### src/rtl/sample_player_if.sv
// Control, sample-memory and status signals of the sample player.
// The DUT uses the slave modport and the controller/memory side uses master.
interface sample_player_if #(
    parameter int unsigned ADDR_W = 8,
    parameter int unsigned DATA_W = 10,
    parameter int unsigned DIV_W  = 16
);
    logic              start;
    logic              stop;
    logic              loop_en;
    logic [DIV_W-1:0]  rate_div;
    logic [ADDR_W-1:0] mem_addr;
    logic [DATA_W-1:0] mem_data;
    logic [DATA_W-1:0] sample_out;
    logic              sample_valid;
    logic              busy;
    logic              done;

    modport master (
        output start, stop, loop_en, rate_div, mem_data,
        input  mem_addr, sample_out, sample_valid, busy, done
    );

    modport slave (
        input  start, stop, loop_en, rate_div, mem_data,
        output mem_addr, sample_out, sample_valid, busy, done
    );
endinterface

### src/rtl/sample_player.sv
// Plays NUM_SAMPLES entries from a synchronous sample memory.
// One sample is emitted every max(rate_div,2)+1 clocks, either one-shot or looping.
module sample_player #(
    parameter int unsigned NUM_SAMPLES = 218,
    parameter int unsigned ADDR_W      = 8,
    parameter int unsigned DATA_W      = 10,
    parameter int unsigned DIV_W       = 16
) (
    input logic            clk,
    input logic            rst_n,
    sample_player_if.slave bus
);
    typedef enum logic [1:0] {StIdle, StFetch, StCapture, StWait} state_e;

    localparam logic [ADDR_W-1:0] LastAddr = ADDR_W'(NUM_SAMPLES - 1);
    localparam logic [DIV_W-1:0]  MinDiv   = DIV_W'(2);

    state_e            state_q, state_d;
    logic [ADDR_W-1:0] addr_q, addr_d;
    logic [DIV_W-1:0]  cnt_q, cnt_d, cnt_load;
    logic [DATA_W-1:0] sample_q, sample_d;
    logic              valid_q, valid_d;
    logic              done_q, done_d;

    // Counter reloads with period-1 so the next FETCH lands exactly one period later.
    assign cnt_load = (bus.rate_div < MinDiv) ? MinDiv : bus.rate_div;

    always_comb begin
        state_d  = state_q;
        addr_d   = addr_q;
        cnt_d    = cnt_q;
        sample_d = sample_q;
        valid_d  = 1'b0;
        done_d   = 1'b0;

        if (state_q != StIdle) begin
            cnt_d = cnt_q - DIV_W'(1);
        end

        unique case (state_q)
            StIdle: begin
                if (bus.start && !bus.stop) begin
                    state_d = StFetch;
                    addr_d  = '0;
                    cnt_d   = cnt_load;
                end
            end
            StFetch: state_d = StCapture;
            StCapture: begin
                state_d  = StWait;
                sample_d = bus.mem_data;
                valid_d  = 1'b1;
            end
            StWait: begin
                if (cnt_q == '0) begin
                    if (addr_q < LastAddr) begin
                        state_d = StFetch;
                        addr_d  = addr_q + ADDR_W'(1);
                        cnt_d   = cnt_load;
                    end else if (bus.loop_en) begin
                        state_d = StFetch;
                        addr_d  = '0;
                        cnt_d   = cnt_load;
                    end else begin
                        state_d = StIdle;
                        cnt_d   = '0;
                        done_d  = 1'b1;
                    end
                end
            end
            default: state_d = StIdle;
        endcase

        // Abort overrides every other transition and discards a pending capture.
        if (state_q != StIdle && bus.stop) begin
            state_d  = StIdle;
            addr_d   = addr_q;
            cnt_d    = '0;
            sample_d = sample_q;
            valid_d  = 1'b0;
            done_d   = 1'b0;
        end
    end

    always_ff @(posedge clk or negedge rst_n) begin
        if (!rst_n) begin
            state_q  <= StIdle;
            addr_q   <= '0;
            cnt_q    <= '0;
            sample_q <= '0;
            valid_q  <= 1'b0;
            done_q   <= 1'b0;
        end else begin
            state_q  <= state_d;
            addr_q   <= addr_d;
            cnt_q    <= cnt_d;
            sample_q <= sample_d;
            valid_q  <= valid_d;
            done_q   <= done_d;
        end
    end

    assign bus.mem_addr     = addr_q;
    assign bus.sample_out   = sample_q;
    assign bus.sample_valid = valid_q;
    assign bus.done         = done_q;
    assign bus.busy         = (state_q != StIdle);
endmodule

### src/flat_wrapper.sv
// flat-port wrapper written by rule: the top's interface ports become plain ports
module sample_player_flat 
#(
    parameter int unsigned NUM_SAMPLES = 218,
    parameter int unsigned ADDR_W      = 8,
    parameter int unsigned DATA_W      = 10,
    parameter int unsigned DIV_W       = 16
)
  (clk, rst_n, bus_start, bus_stop, bus_loop_en, bus_rate_div, bus_mem_data, bus_mem_addr, bus_sample_out, bus_sample_valid, bus_busy, bus_done);
  sample_player_if #(.ADDR_W(ADDR_W), .DATA_W(DATA_W), .DIV_W(DIV_W)) bus_i ();
  input logic clk;
  input logic rst_n;
  input wire logic [$bits(bus_i.start)-1:0] bus_start;
  input wire logic [$bits(bus_i.stop)-1:0] bus_stop;
  input wire logic [$bits(bus_i.loop_en)-1:0] bus_loop_en;
  input wire logic [$bits(bus_i.rate_div)-1:0] bus_rate_div;
  input wire logic [$bits(bus_i.mem_data)-1:0] bus_mem_data;
  output wire logic [$bits(bus_i.mem_addr)-1:0] bus_mem_addr;
  output wire logic [$bits(bus_i.sample_out)-1:0] bus_sample_out;
  output wire logic [$bits(bus_i.sample_valid)-1:0] bus_sample_valid;
  output wire logic [$bits(bus_i.busy)-1:0] bus_busy;
  output wire logic [$bits(bus_i.done)-1:0] bus_done;
  assign bus_i.start = bus_start;
  assign bus_i.stop = bus_stop;
  assign bus_i.loop_en = bus_loop_en;
  assign bus_i.rate_div = bus_rate_div;
  assign bus_i.mem_data = bus_mem_data;
  assign bus_mem_addr = bus_i.mem_addr;
  assign bus_sample_out = bus_i.sample_out;
  assign bus_sample_valid = bus_i.sample_valid;
  assign bus_busy = bus_i.busy;
  assign bus_done = bus_i.done;
  sample_player #(.NUM_SAMPLES(NUM_SAMPLES), .ADDR_W(ADDR_W), .DATA_W(DATA_W), .DIV_W(DIV_W)) u_core (.clk(clk), .rst_n(rst_n), .bus(bus_i));
endmodule
### config.mk
export PLATFORM = sky130hd
export DESIGN_NAME = sample_player_flat
export DESIGN_NICKNAME = d
export VERILOG_FILES = /design/src/rtl/sample_player_if.sv /design/src/rtl/sample_player.sv /design/src/flat_wrapper.sv
export SDC_FILE = /design/constraint.sdc
export NUM_CORES = 1
export LEC_CHECK = 0
export CORE_UTILIZATION = 51
export DETAILED_ROUTE_END_ITERATION = 12
export GPL_TIMING_DRIVEN = 0
export HOLD_SLACK_MARGIN = 0.15
export PLACE_DENSITY_LB_ADDON = 0.08
export SLEW_MARGIN = 20
export SYNTH_ARGS = -nofsm -noshare
export SYNTH_HDL_FRONTEND = slang
export SYNTH_SLANG_ARGS = --single-unit
### constraint.sdc
create_clock -name clk -period 2.4 [get_ports clk]
set_clock_uncertainty 0.1 [all_clocks]
set_input_delay 0.48 -clock clk [delete_from_list [all_inputs] [get_ports clk]]
set_output_delay 0.48 -clock clk [all_outputs]
set_load 0.05 [all_outputs]
==> run_results.csv <==
group,metric,value,unit
sta,hold_violations,0,
routing,drc_errors,0,
clocking,cts_tree,"done",
yosys,synth-main-ff-cell,"dfrtp_1",
sta,worst_pin_slew,546,ps
worst_setup_path,crit_chain,"inv_1, ha_1, nor4b_4, nand4_4, a211oi_4, buf_6, o2111ai_1, nand3_1",
yosys,synth_edf_count,0,
worst_setup_path,worstSetupPathDepth,8,
finish,nNetsFinal,345,
worst_setup_path,cp.buffers_inverters,2,
finish,fin_util,0.710,
die,core-area,4410,um2
power_and_ir_drop,power.density,1280,nW/um2
clocking,cts_buffers,5,
finish,final_common_cell,"clkdlybuf4s50_1",
sta,layout_min_cycle_time,2330,ps
worst_setup_path,crit_type,"reg -> reg",
power_and_ir_drop,leakagePower,1.25,nW
finish,final_cell_mix,"49 x clkdlybuf4s50_1, 38 x dfrtp_1, 20 x nand2_1",
clocking,cts.sinks,38,
yosys,avgSynthCellArea,9.66,um2
worst_setup_path,critical_path_peak_fanout,10,
clocking,cts_root_buffer,"clkbuf_8",
routing,totalWireLength,6020,um
finish,antennaDiodeCount,0,
die,die_area,4920,um2
sta,finalSetupViolations,0,
die,start_util,0.536,
place,port_buffers,51,
clocking,cts_buffer_depth,2,
worst_setup_path,cpLargestDelayFamily,"simple AND/OR/NAND/NOR gates",
sta,final.period_utilization,0.969,
yosys,yosys.area.top_type,"dfrtp_1",
sta,final_max_slew_viol_count,0,
min_path,hp-class,"reg -> reg",
sta,setup_slack,74.3,ps
yosys,synth_cell_type_count,51,
yosys,ys_ff_latch,38,
place,pre_cts_ws,-115,ps
yosys,synthesis.nets,284,
clocking,htreeDepth,2,
routing,wl_per_cell,16.8,um
global_routing,grt_pass1_wl,10000,um
finish,syn2layout_area_growth,32.4,%
worst_setup_path,ff2ff_setup_slack,70,ps
yosys,syn_inst,245,
worst_setup_path,arrival,2460,ps
worst_setup_path,required,2530,ps
power_and_ir_drop,power,4.01,mW
routing,vias,2207,
die,die_h,70.1,um
place,place.gp.congestion,0.828,
global_routing,grt_max_degree,24,
die,die_x,70.1,um
routing,first_pass_iters,4,
sta,max_freq,430,MHz
yosys,syn-cell-area,2370,um2
worst_setup_path,cp-end-kind,"flop",
die,ios,52,
die,rows,24,
routing,via_per_inst,6.15,
worst_setup_path,slowest_delay,430,ps
sta,slew_headroom,0.636,
yosys,synth_area_leaders,"dfrtp_1 40%, mux2_2 4.8%, o211ai_1 4.4%",
yosys,async_flop_share,1.00,
finish,seqCellArea,951,um2
worst_setup_path,cp_slowest_cell,"dfrtp_1",
outcome,status,"completed",
routing,first_iter_violations,146,
worst_setup_path,startpoint_type,"flop",
min_path,min_path_cells,1,
finish,multi_input_area,1360,um2
global_routing,grt.total_usage,0.257,
global_routing,grt_overflow_total,0,
worst_setup_path,r2r_cells,8,
yosys,synth.top_cell.area_share,0.402,
yosys,synth_seq_area_share,0.402,
clocking,cts.clk_slew.worst_paths,80,ps
global_routing,antenna_found_initial,0,
global_routing,grt_pass1_vias,2108,
power_and_ir_drop,ir_drop,0.942,mV
finish,n_fill_cell,356,
routing,ant_nets,0,
job,drv_cap,0,
clocking,clk_latency,290,ps
place,dp_hpwl,4310,um
finish,drive_gt1_frac,0.140,
yosys,synth_warnings,0,
-- path summary, 6_finish.rpt --
| check | start | to |
|---|---|---|
| max | u_core.cnt_q[0] | u_core.cnt_q[13] |
| min | u_core.bus.sample_out[1] | u_core.bus.sample_out[1] |
| max reg2reg | u_core.cnt_q[0] | u_core.cnt_q[13] |
| min reg2reg | u_core.bus.sample_out[1] | u_core.bus.sample_out[1] |
| max in group asynchronous | rst_n | u_core.bus.sample_out[2] |
| min in group asynchronous | rst_n | u_core.cnt_q[10] |
-- registers in the layout (all words and copies together) (netlist names) --
| signal | flops |
|---|---|
| u_core.bus.done | 1 |
| u_core.bus.sample_valid | 1 |
| u_core.cnt_q | 16 |
| u_core.bus.mem_addr | 8 |
| u_core.state_q | 2 |
| u_core.bus.sample_out | 10 |
-- what timing repair did --
item                                    in CTS  in global routing
gates resized for setup                      4                 11
pin swaps                                    1                  1
endpoints found under the hold margin       15                  0
buffers inserted                             0                  2
endpoints found under the setup margin      14                 34
hold buffers                                 1                  0
-- layout make-up --
class / instances / area share
buffer: 8 / 0.0168
clock inverter: 1 / 0.00958
multi-input combinational: 185 / 0.434
inverter: 13 / 0.0168
tap: 52 / 0.0208
clock buffer: 7 / 0.0244
timing repair buffer: 55 / 0.174
sequential: 38 / 0.303
-- per-layer routing --
metal / part of all wire / vias to the layer above / wire length (um) / track usage
met5: 0 / - / 0 / 0
met3: 0.054 / 13 / 324 / 0.0476
met1: 0.44 / 1068 / 2650 / 0.332
li1: - / 1046 / - / -
met2: 0.48 / 80 / 2910 / 0.425
met4: 0.021 / 0 / 127 / 0.104
-- stage by stage --
stage               hold slack (ps)  std cells  TNS (ps)  area (um2)
floorplan                      84.4        245         0        2370
global placement                386        348    -11530        2950
detailed placement              328        349     -1780        2960
CTS                             410        357         0        3080
global route                    430        359     -68.2        3130
finish                          405        359         0        3130
-- power breakdown --
group	internal [mW]	switching (mW)	leakage, nW
registers	0.843	0.197	0.496
logic	0.941	1.49	0.706
clock network	0.311	0.226	0.0524
-- cells by family (layout without fill, tap and decap cells) --
group	after synthesis	count (layout)	share of synthesized area
mux	10	10	0.0476
compound gates	74	74	0.219
xor+xnor	11	11	0.0407
fa+ha+maj	8	8	0.0423
simple gates	82	82	0.205
buf+inv	22	84	0.0439
flops	38	38	0.402
-- Yosys cell counts (all sizes together) (2+ instances only) --
master   instances
nand2b           6
nor2             9
dfrtp           38
or3              2
ha               8
nand4b           2
nor4             7
nand3            8
o2111ai          3
xor2             3
a31oi            4
a41o             2
and2             3
o21ai           12
nand2           21
nor3             8
o31ai            3
mux2            10
inv             12
xnor2            8
clkbuf           5
a21oi           15
nand4            9
nor2b            2
and3             3
buf              4
a211oi           6
nor4b            2
o22ai            3
o211ai          14
Note: power is estimated with default switching activity, not from simulation.
